## src/rtl/display_scan_mux_pkg.sv

```systemverilog
// Shared constants for the multiplexed BCD status display.
// Digit masks are sized for the widest supported display.
package display_pkg;

  localparam int NUM_DIGITS_DEF = 4;
  localparam int MAX_DIGITS = 8;

  localparam logic [3:0] BCD_MAX = 4'd9;

  localparam logic [MAX_DIGITS-1:0] DIGIT_OFF = '1;

endpackage

```

## src/rtl/display_scan_mux_refresh_tick_gen.sv

```systemverilog
// Digit-slot prescaler: emits one tick every REFRESH_DIV enabled cycles.
// The count freezes while enable is low.
module refresh_tick_gen #(
  parameter int REFRESH_DIV = 50000
) (
  input  logic clk,
  input  logic rst,
  input  logic enable,
  output logic tick
);

  localparam int DIV_W = (REFRESH_DIV > 1) ? $clog2(REFRESH_DIV) : 1;
  localparam logic [DIV_W-1:0] LAST = DIV_W'(REFRESH_DIV - 1);

  logic [DIV_W-1:0] tick_cnt;

  always_ff @(posedge clk) begin
    if (rst) begin
      tick_cnt <= '0;
    end else if (enable) begin
      if (tick_cnt == LAST) tick_cnt <= '0;
      else tick_cnt <= tick_cnt + DIV_W'(1);
    end
  end

  assign tick = enable && (tick_cnt == LAST);

endmodule

```

## src/rtl/display_scan_mux.sv

```systemverilog
// Time-multiplexed BCD digit scanner feeding decod7seg.
// New digits are double-buffered and swapped only at frame wrap.
module display_scan_mux
  import display_pkg::*;
#(
  parameter int NUM_DIGITS = NUM_DIGITS_DEF,
  parameter int REFRESH_DIV = 50000
) (
  input  logic                    clk,
  input  logic                    rst,
  input  logic                    enable,
  input  logic                    lz_blank,
  input  logic                    load_req,
  input  logic [4*NUM_DIGITS-1:0] digits_in,
  output logic                    load_ack,
  output logic [3:0]              bcd_out,
  output logic [NUM_DIGITS-1:0]   digit_sel_n,
  output logic                    frame_done
);

  localparam int IDX_W = $clog2(NUM_DIGITS);
  localparam int DW = 4 * NUM_DIGITS;
  localparam logic [IDX_W-1:0] IDX_LAST = IDX_W'(NUM_DIGITS - 1);
  localparam logic [NUM_DIGITS-1:0] ALL_OFF =
    DIGIT_OFF[NUM_DIGITS-1:0];

  logic                  tick;
  logic                  boundary;
  logic                  take;
  logic [IDX_W-1:0]      idx;
  logic [DW-1:0]         staging;
  logic [DW-1:0]         shadow;
  logic                  pending;
  logic [DW-1:0]         upper;
  logic [3:0]            nibble;
  logic                  blank;
  logic [NUM_DIGITS-1:0] sel_on;

  refresh_tick_gen #(
    .REFRESH_DIV(REFRESH_DIV)
  ) u_tick (
    .clk(clk),
    .rst(rst),
    .enable(enable),
    .tick(tick)
  );

  assign boundary = tick && (idx == IDX_LAST);
  // A request in the boundary cycle counts as pending
  assign take = boundary && (pending || load_req);

  always_comb begin
    upper = shadow >> {idx, 2'b00};
    nibble = upper[3:0];
    blank = !enable || (nibble > BCD_MAX) ||
            (lz_blank && (idx != '0) && (upper == '0));
    sel_on = ALL_OFF;
    sel_on[idx] = 1'b0;
  end

  always_ff @(posedge clk) begin
    if (rst) begin
      idx         <= '0;
      staging     <= '0;
      shadow      <= '0;
      pending     <= 1'b0;
      load_ack    <= 1'b0;
      frame_done  <= 1'b0;
      bcd_out     <= 4'd0;
      digit_sel_n <= ALL_OFF;
    end else begin
      if (tick) begin
        if (idx == IDX_LAST) idx <= '0;
        else idx <= idx + IDX_W'(1);
      end
      if (load_req) staging <= digits_in;
      if (take) begin
        shadow  <= load_req ? digits_in : staging;
        pending <= load_req;
      end else if (load_req) begin
        pending <= 1'b1;
      end
      load_ack    <= take;
      frame_done  <= boundary;
      bcd_out     <= nibble;
      digit_sel_n <= blank ? ALL_OFF : sel_on;
    end
  end

endmodule

```

## config.mk

```make
export PLATFORM = sky130hd
export DESIGN_NAME = display_scan_mux
export DESIGN_NICKNAME = d
export VERILOG_FILES = /design/src/rtl/display_scan_mux_pkg.sv /design/src/rtl/display_scan_mux_refresh_tick_gen.sv /design/src/rtl/display_scan_mux.sv
export SDC_FILE = /design/constraint.sdc
export NUM_CORES = 1
export LEC_CHECK = 0
export ABC_AREA = 1
export BUFFER_PORTS_ARGS = -buffer_cell sky130_fd_sc_hd__clkbuf_2
export CAP_MARGIN = 15
export CORE_MARGIN = 3
export CORE_UTILIZATION = 40
export CTS_BUF_LIST = sky130_fd_sc_hd__clkbuf_4 sky130_fd_sc_hd__clkbuf_8 sky130_fd_sc_hd__clkbuf_16
export DETAILED_ROUTE_END_ITERATION = 8
export HOLD_SLACK_MARGIN = 0.05
export PLACE_DENSITY = 0.7
export RECOVER_POWER = 25
export SKIP_CTS_REPAIR_TIMING = 1
export SYNTH_ARGS = -nofsm -noshare
export SYNTH_HDL_FRONTEND = slang
export SYNTH_SLANG_ARGS = --single-unit
```

## constraint.sdc

```tcl
create_clock -name clk -period 2.3 [get_ports clk]
set_clock_uncertainty 0.05 [all_clocks]
set_input_delay 0.46 -clock clk [delete_from_list [all_inputs] [get_ports clk]]
set_output_delay 0.46 -clock clk [all_outputs]
set_load 0.02 [all_outputs]
```

==> flow_summary.ini, run 1 <==
[status]
status = finished, final reports clean

[final_layout]
seqCellArea_mm2 = 0.00122
fin_cells = 520
diodes = 0
final_net_count = 464
multi_input_area_mm2 = 0.00127
fillers = 663
drive_gt1_share_pct = 13.8
area_growth_pct = 15.4

[die]
die_h_um = 89.4
rows = 29
start_util_pct = 42.6
pin_count = 31
coreArea_mm2 = 0.00653
fp.dieW_um = 89.4
fp.dieArea_mm2 = 0.00799

[place]
place_inst = 504
gp_congestion = 0.871
dp_hpwl_um = 4000
io_buffers = 30

[setup_path]
cp_common_cell = nor2_1
critPathKind = in2reg
r2r_start = idx[0]$_SDFFE_PP0P_
crit_chain = clkbuf_1 > inv_2 > or2_2 > o21ai_0 > inv_1 > nor2_1 > nor2_1
critPathLaunch = load_req
crit_fanout = 18
critPathArrivalTime_ns = 2.00
endpoint_kind = flop
worst_r2r_path_depth = 7
worstPathRequired_ns = 2.48
cpPeakStageDelay_ns = 0.54
worst_setup_path_start_kind = input pin
critPathSlowestCell = clkbuf_1

[logic_synthesis]
yosysTopAreaCell = dfxtp_1
syn_inst = 407
syn_nets = 433
synth.avg_cell_area_um2 = 6.83
netlist_area_mm2 = 0.00278
ys_seq_area_share_pct = 43.9
yosys-top-cells-count = nand2_1 (93), nor2_1 (87), dfxtp_1 (61)
synth_warnings = 0
yosys.cell_count.top_type = nand2_1
synth-edff-count = 0
synth_top_area_share_pct = 43.9
ys_types = 29
async_flop_share_pct = 0
synth-main-ff-cell = dfxtp_1
ys_seq_elements = 61
synth_area_leaders = dfxtp_1 (44%), nand2_1 (13%), nor2_1 (12%)

[sta]
rsz0062_at_grt = no
setup_viol = 0
fmax_mhz = 550
slew_violations = 0
setup_tns_ns = 0
max_slew_margin_pct = 51.3
finalHoldViolCount = 0
post-route-min-period_ns = 1.82
worst_pin_slew_ns = 0.730
min_period_over_period_pct = 79.0

[global_route]
grt_max_degree = 34
grt_pass1_vias = 2373
overflow = 0
antenna_found_initial = 0
grtUsageTotal_pct = 16.5
grt_pass1_wl_um = 10200

[routing]
vias = 2423
drt-total-wl_um = 5550
drc = 0
drt_iter0_markers = 108
dr.pass1.iters = 4
vias_per_cell = 4.66
ant_nets = 0
wire_per_inst_um = 10.7

[clock_network]
cts_tree = done
numCtsBuffers = 9
cts_buffer_depth = 2
insertion_delay_ns = 0.34
htreeDepth = 3
cts-root-buf = clkbuf_8
clk_pin_slew_ns = 0.07
numClockSinks = 61

[power]
vdd_drop_max_v = 0.000333
powerDensity_mw_per_mm2 = 739
p_leak_nw = 1.57

[worst_hold_path]
hp-start = digits_in[8]
hold_path_class = in2reg
hold_depth = 4

[job]
cap_violations = 0
## power by group
group	switching [W]	internal, W	leakage, nW	total (W)
Clock	0.000428	0.000747	0.119	0.00117
Combinational	0.0000665	0.0000437	0.959	0.000110
Sequential	0.00000764	0.00108	0.497	0.00109
Total	0.000502	0.00187	1.57	0.00237
## final cells by class
class | count | share of cell area [%]
timing repair buffer | 33 | 5.11
sequential | 61 | 38.1
clock buffer | 10 | 4.29
tap | 77 | 3.00
clock inverter | 6 | 3.43
inverter | 56 | 6.55
multi-input combinational | 277 | 39.6
## flip-flops by register name, indices dropped and copies added, names as in the netlist, 2 cells and up
register         cells
bcd_out              4
digit_sel_n          4
idx                  2
shadow              16
staging             16
u_tick.tick_cnt     16
## metal layers
layer  up-vias  share of wire [%]  routed length (µm)  track usage, %
met5         -                  0                   0               0
met4         0                1.8                  99            6.50
met3         8                5.3                 294            5.07
met2        46                 46                2560            27.2
met1      1060                 47                2600            20.2
li1       1309                  -                   -               -
## final timing paths
| kind | slack [ns] | end |
|---|---|---|
| hold / removal | 0.40 | staging[8]$_SDFF_PP0_ |
| setup reg to reg | 0.51 | digit_sel_n[1]$_SDFF_PP1_ |
| setup / recovery | 0.48 | shadow[5]$_SDFFE_PP0P_ |
| hold reg to reg | 0.43 | u_tick.tick_cnt[10]$_SDFFE_PP0P_ |
## per-stage QoR
step | setup slack [ns] | area (µm²) | hold slack, ns | util, % | power (W)
2_1_floorplan | 0.803 | 2780 | 0.397 | - | 0.00119
3_3_place_gp | 0.449 | 2970 | 0.419 | 45.5 | 0.00122
3_5_place_dp | 0.456 | 2970 | 0.420 | 45.5 | 0.00123
4_1_cts | 0.506 | 3220 | 0.394 | 49.3 | 0.00240
5_1_grt | 0.277 | 3210 | 0.444 | 49.1 | 0.00247
6_report | 0.483 | 3210 | 0.400 | 49.1 | 0.00237
## cells by family after synthesis
| group | Yosys count | synth area share (%) |
|---|---|---|
| DFF | 61 | 43.9 |
| AOI/OAI and AO/OA | 26 | 4.72 |
| buffers and inverters | 69 | 10.4 |
| adders and majority gates | 5 | 2.25 |
| and+or+nand+nor | 244 | 38.1 |
| xor gates and xnor gates | 2 | 0.630 |
## critical path, delay by kind of cell
kind	cells	cell delay, ns
buffers and inverters	3	0.90
and+or+nand+nor	3	0.54
AOI/OAI and AO/OA	1	0.11
## cell usage in the layout, fill, tap and decap left out, types with 5 or more instances in the layout
cell and instances:
nand2_1 93, nor2_1 87, dfxtp_1 61, inv_1 53, nand3_1 23, clkbuf_2 23, o21ai_0 16, or2_2 11
nor3_1 10, clkbuf_8 10, a21oi_1 7, clkbuf_1 7, or2_1 6, ha_1 5
(Power assumes the default switching activity.)
==> run 2: changes to the inputs <==
--- a/config.mk
+++ b/config.mk
@@ -5,7 +5,7 @@
 export SDC_FILE = /design/constraint.sdc
 export NUM_CORES = 1
 export LEC_CHECK = 0
-export ABC_AREA = 1
+export ABC_AREA = 0
 export BUFFER_PORTS_ARGS = -buffer_cell sky130_fd_sc_hd__clkbuf_2
 export CAP_MARGIN = 15
 export CORE_MARGIN = 3
==> constraint.sdc (replaced) <==
create_clock -name clk -period 1.85 [get_ports clk]
set_clock_uncertainty 0.05 [all_clocks]
set_input_delay 0.37 -clock clk [delete_from_list [all_inputs] [get_ports clk]]
set_output_delay 0.37 -clock clk [all_outputs]
set_load 0.02 [all_outputs]
==> flow_summary.ini, run 2 <==
[sta]
slew_violations = 0
finalHoldViolCount = 0
fmax_mhz = 454
max_slew_margin_pct = 61.6
post-route-min-period_ns = 2.20
rsz0062_at_grt = yes
min_period_over_period_pct = 119
setup_viol = 34
final.setup.worst_slack_ns = -0.351
worst_pin_slew_ns = 0.576

[setup_path]
critPathSlowestCell = or4_4
cpPeakStageDelay_ns = 0.56
endpoint_kind = flop
worstPathRequired_ns = 2.03
worstPathBufferInverterCount = 0
worst_setup_path_start_kind = flop
critPathArrivalTime_ns = 2.38
crit_fanout = 8
crit_chain = or4bb_4 > or4_4 > or2_4 > mux2_4
path_delay_family = simple AND/OR/NAND/NOR gates
critPathKind = reg2reg

[final_layout]
postLayoutCellArea_mm2 = 0.00327
final_net_count = 335
diodes = 0
area_growth_pct = 25.3
drive_gt1_share_pct = 37.3
final_common_cell = dfxtp_1
final_cell_mix = dfxtp_1 (55), nor2_1 (34), clkbuf_2 (30)
fin_cells = 389
reg_top3 = shadow x16, staging x16, u_tick.tick_cnt x16

[worst_hold_path]
hold_path_class = in2reg

[logic_synthesis]
yosys.area_share.simple_pct = 21.9
synth_fa_ha_area_share_pct = 2.40
yosysTopAreaCell = dfxtp_1
yosys-top-cells-count = dfxtp_1 (61), nor2_1 (34), nor2b_1 (20)
netlist_area_mm2 = 0.00261
yosys.cell_count.top_type = dfxtp_1
async_flop_share_pct = 0
synth.avg_cell_area_um2 = 10.6
synth_area_leaders = dfxtp_1 (47%), mux2i_1 (6.5%), mux2_4 (5.8%)
synth_warnings = 0
synth_xor_area_share_pct = 4.36
ys_seq_elements = 61
syn_nets = 273
synth-edff-count = 0
synth_compound_area_share_pct = 3.12
syn_inst = 247
synth_top_family_by_area = simple AND/OR/NAND/NOR gates
synth_top_area_share_pct = 46.8
ys_types = 42
synth_mux_area_share_pct = 18.3
synth-main-ff-cell = dfxtp_1
ys_seq_area_share_pct = 46.8

[clock_network]
insertion_delay_ns = 0.34
clk_pin_slew_ns = 0.06
htreeDepth = 3
numClockSinks = 61
cts_buffer_depth = 2
cts-root-buf = clkbuf_8
numCtsBuffers = 9
cts_tree = done

[global_route]
grt_pass1_vias = 1887
overflow = 0
antenna_found_initial = 0
grt_pass1_wl_um = 8760
grt_max_degree = 28
grtUsageTotal_pct = 15.0

[die]
fp.dieArea_mm2 = 0.00753
coreArea_mm2 = 0.00613
start_util_pct = 42.6
fp.dieW_um = 86.8
pin_count = 31
rows = 28
die_h_um = 86.8

[place]
io_buffers = 30
place_inst = 372
place_ws_ns = -0.412
place_area_mm2 = 0.00305
dp_hpwl_um = 3790
gp_congestion = 0.797

[routing]
ant_nets = 0
drt-total-wl_um = 5260
vias_per_cell = 4.99
vias = 1941
drc = 0
drt_iter0_markers = 98
dr.pass1.iters = 4
wire_per_inst_um = 13.5

[status]
status = finished, violations left
failed_checks = negative setup slack

[power]
p_leak_nw = 1.41
vdd_drop_max_v = 0.000546
powerDensity_mw_per_mm2 = 814

[job]
cap_violations = 0
run 2: cell count changes in the layout (fill, tap and decap cells not counted), moves of 10 or more:
cell,change
nand2_1,-83
nor2_1,-53
inv_1,-50
buf_4,+25
nor2b_1,+20
mux2i_1,+17
nand3_1,-17
o21ai_0,-14
mux2_4,+10
or2_2,-10
run 2: kinds of logic (layout without fill, tap and decap cells):
logic type,after synthesis,after routing
buf+inv,15,81
simple gates,104,105
compound gates,12,12
xor+xnor,13,13
mux,37,37
fa+ha+maj,5,5
flops,61,61
run 2: worst paths after layout:
kind | start | end | slack, ns | cells after the start
worst max register to register | u_tick.tick_cnt[7]$_SDFFE_PP0P_ | shadow[14]$_SDFFE_PP0P_ | -0.35 | 4
worst min register to register | staging[4]$_SDFF_PP0_ | staging[4]$_SDFF_PP0_ | 0.46 | 2
worst min-delay path | rst | frame_done$_SDFF_PP0_ | 0.22 | 2
worst max-delay path | u_tick.tick_cnt[7]$_SDFFE_PP0P_ | shadow[14]$_SDFFE_PP0P_ | -0.35 | 4
run 2: area by class of cell:
class | instances | area [µm²]
fillers | 545 | 2860
well taps | 75 | 93.8
clock inverters | 4 | 47.5
flip-flops and latches | 61 | 1230
inverters | 3 | 11.3
repair buffers | 62 | 398
clock buffers | 12 | 153
multi-input cells | 172 | 1340
run 2: layer usage:
layer / wire length [µm] / vias to the layer above / global-route usage (%)
li1: - / 989 / -
met1: 2510 / 909 / 19.6
met2: 2460 / 34 / 22.8
met3: 184 / 9 / 3.14
met4: 112 / 0 / 8.50
met5: 0 / - / 0
run 2: stage by stage:
stage	TNS, ns	power, W	utilization [%]	hold slack, ns
after global placement	-9.60	0.00151	49.7	0.437
after CTS	-10.89	0.00269	53.0	0.200
final	-9.71	0.00266	53.3	0.221
after floorplan	-8.51	0.00146	-	0.418
after global routing	-11.68	0.00276	53.3	0.208
after detailed placement	-10.50	0.00151	49.7	0.440
run 2: power by group:
part	internal, W	switching, W
combinational	0.0000616	0.0000713
sequential	0.00134	0.00000828
clock	0.000684	0.000497
==> run 3: changes to the inputs <==
--- a/config.mk
+++ b/config.mk
@@ -13,7 +13,7 @@
 export CTS_BUF_LIST = sky130_fd_sc_hd__clkbuf_4 sky130_fd_sc_hd__clkbuf_8 sky130_fd_sc_hd__clkbuf_16
 export DETAILED_ROUTE_END_ITERATION = 8
 export HOLD_SLACK_MARGIN = 0.05
-export PLACE_DENSITY = 0.7
+export PLACE_DENSITY_LB_ADDON = 0.05
 export RECOVER_POWER = 25
 export SKIP_CTS_REPAIR_TIMING = 1
 export SYNTH_ARGS = -nofsm -noshare
==> flow_summary.ini, run 3 (same netlist as run 2, synthesis figures left out) <==
[die]
rows = 28
start_util_pct = 42.6
fp.dieArea_mm2 = 0.00753
die_h_um = 86.8
fp.dieW_um = 86.8
coreArea_mm2 = 0.00613
pin_count = 31

[routing]
drc = 0
vias_per_cell = 4.94
drt-total-wl_um = 5390
drt_iter0_markers = 65
ant_nets = 0
vias = 1932
dr.pass1.iters = 4
wire_per_inst_um = 13.8

[clock_network]
insertion_delay_ns = 0.33
numClockSinks = 61
htreeDepth = 3
cts_tree = done
cts-root-buf = clkbuf_8
cts_buffer_depth = 2
clk_pin_slew_ns = 0.07
numCtsBuffers = 9

[setup_path]
worst_r2r_path_depth = 4
critPathSlowestCell = or4_4
cpPeakStageDelay_ns = 0.56
worstPathRequired_ns = 2.02
path_delay_family = simple AND/OR/NAND/NOR gates
critPathArrivalTime_ns = 2.36
reg2reg_setup_slack_ns = -0.34
r2r-end = shadow[14]$_SDFFE_PP0P_
critPathKind = reg2reg
crit_fanout = 8
endpoint_kind = flop
endpoint = shadow[14]$_SDFFE_PP0P_
cp.depth = 4
r2r_start = u_tick.tick_cnt[7]$_SDFFE_PP0P_
crit_chain = or4bb_4 > or4_4 > or2_4 > mux2_4
worstPathBufferInverterCount = 0
critPathLaunch = u_tick.tick_cnt[7]$_SDFFE_PP0P_
worst_setup_path_start_kind = flop

[global_route]
grtUsageTotal_pct = 15.1
grtUsageMet2_pct = 21.3
grt_max_degree = 21
overflow = 0
grt_util_met1_pct = 21.5
globalRouteMet3Util_pct = 3.23
grt_pass1_wl_um = 8800
grt.busiest_layer = met1
grt_pass1_vias = 1848
antenna_found_initial = 0

[power]
netSwitchingFraction_pct = 22.7
p_leak_nw = 1.42
p_int_w = 0.00198
powerDensity_mw_per_mm2 = 777
switchingPower_w = 0.000582
clockPowerShare_pct = 41.8
combPwrFrac_pct = 5.5
vdd_drop_max_v = 0.000461
p_seq_share_pct = 52.8

[final_layout]
reg_top3 = shadow x16, staging x16, u_tick.tick_cnt x16
final_cell_mix = dfxtp_1 (58), nor2_1 (34), clkbuf_2 (30), buf_4 (30), nor2b_1 (20)
final_net_count = 337
area_growth_pct = 26.0
fillers = 607
final_common_cell = dfxtp_1
diodes = 0
drive_gt1_share_pct = 37.0

[job]
cap_violations = 0

[sta]
post-route-min-period_ns = 2.19
setup_tns_ns = -9.58
worst_pin_slew_ns = 0.630
fmax_mhz = 456
whs_ns = 0.244
min_period_over_period_pct = 119
slew_violations = 0
rsz0062_at_grt = yes
max_slew_margin_pct = 58.0
final.setup.worst_slack_ns = -0.343
finalHoldViolCount = 0
setup_viol = 35

[place]
dp_hpwl_um = 3840
gp_congestion = 0.797
io_buffers = 30

[status]
status = finished, violations left
failed_checks = negative setup slack

[worst_hold_path]
hold_path_class = in2reg
run 3: how the worst min path moves through the flow:
stage                                from                     to  cells after the start
floorplan           staging[1]$_SDFF_PP0_  staging[1]$_SDFF_PP0_                      2
CTS                                   rst    idx[1]$_SDFFE_PP0P_                      2
global route                          rst    idx[1]$_SDFFE_PP0P_                      2
finish                                rst    idx[1]$_SDFFE_PP0P_                      2
detailed placement   pending$_SDFFE_PP0P_   pending$_SDFFE_PP0P_                      2
global placement     pending$_SDFFE_PP0P_   pending$_SDFFE_PP0P_                      2
run 3: area by class of cell:
cell class	instances	area [µm²]	share of cell area (%)
Sequential cell	61	1220	37.2
Tap cell	75	93.8	2.85
Timing Repair Buffer	64	435	13.2
Multi-Input combinational cell	172	1340	40.8
Inverter	3	11.3	0.342
Clock inverter	4	22.5	0.685
Clock buffer	12	159	4.83
run 3: power groups by stage:
stage	sequential [W]	combinational, W	clock [W]
after floorplan	0.00138	0.0000788	0
after global placement	0.00138	0.000134	0
after detailed placement	0.00138	0.000134	0
after CTS	0.00135	0.000135	0.00110
after global routing	0.00135	0.000155	0.00116
final	0.00135	0.000139	0.00107
run 3: metrics by stage:
| step | instances | setup WS (ns) | total power, W | utilization, % | area (µm²) |
|---|---|---|---|---|---|
| 2_1_floorplan | 247 | -0.479 | 0.00146 | - | 2640 |
| 3_5_place_dp | 373 | -0.399 | 0.00151 | 50.0 | 3070 |
| 6_report | 391 | -0.343 | 0.00256 | 53.7 | 3290 |
| 5_1_grt | 391 | -0.378 | 0.00267 | 53.7 | 3290 |
| 4_1_cts | 389 | -0.405 | 0.00259 | 53.0 | 3250 |
| 3_3_place_gp | 373 | -0.388 | 0.00151 | 50.0 | 3070 |
run 3: layer usage:
layer,routed length [µm],vias to the layer above
met1,2910,898
met2,2210,33
met4,82,0
met5,0,-
li1,-,995
met3,181,6
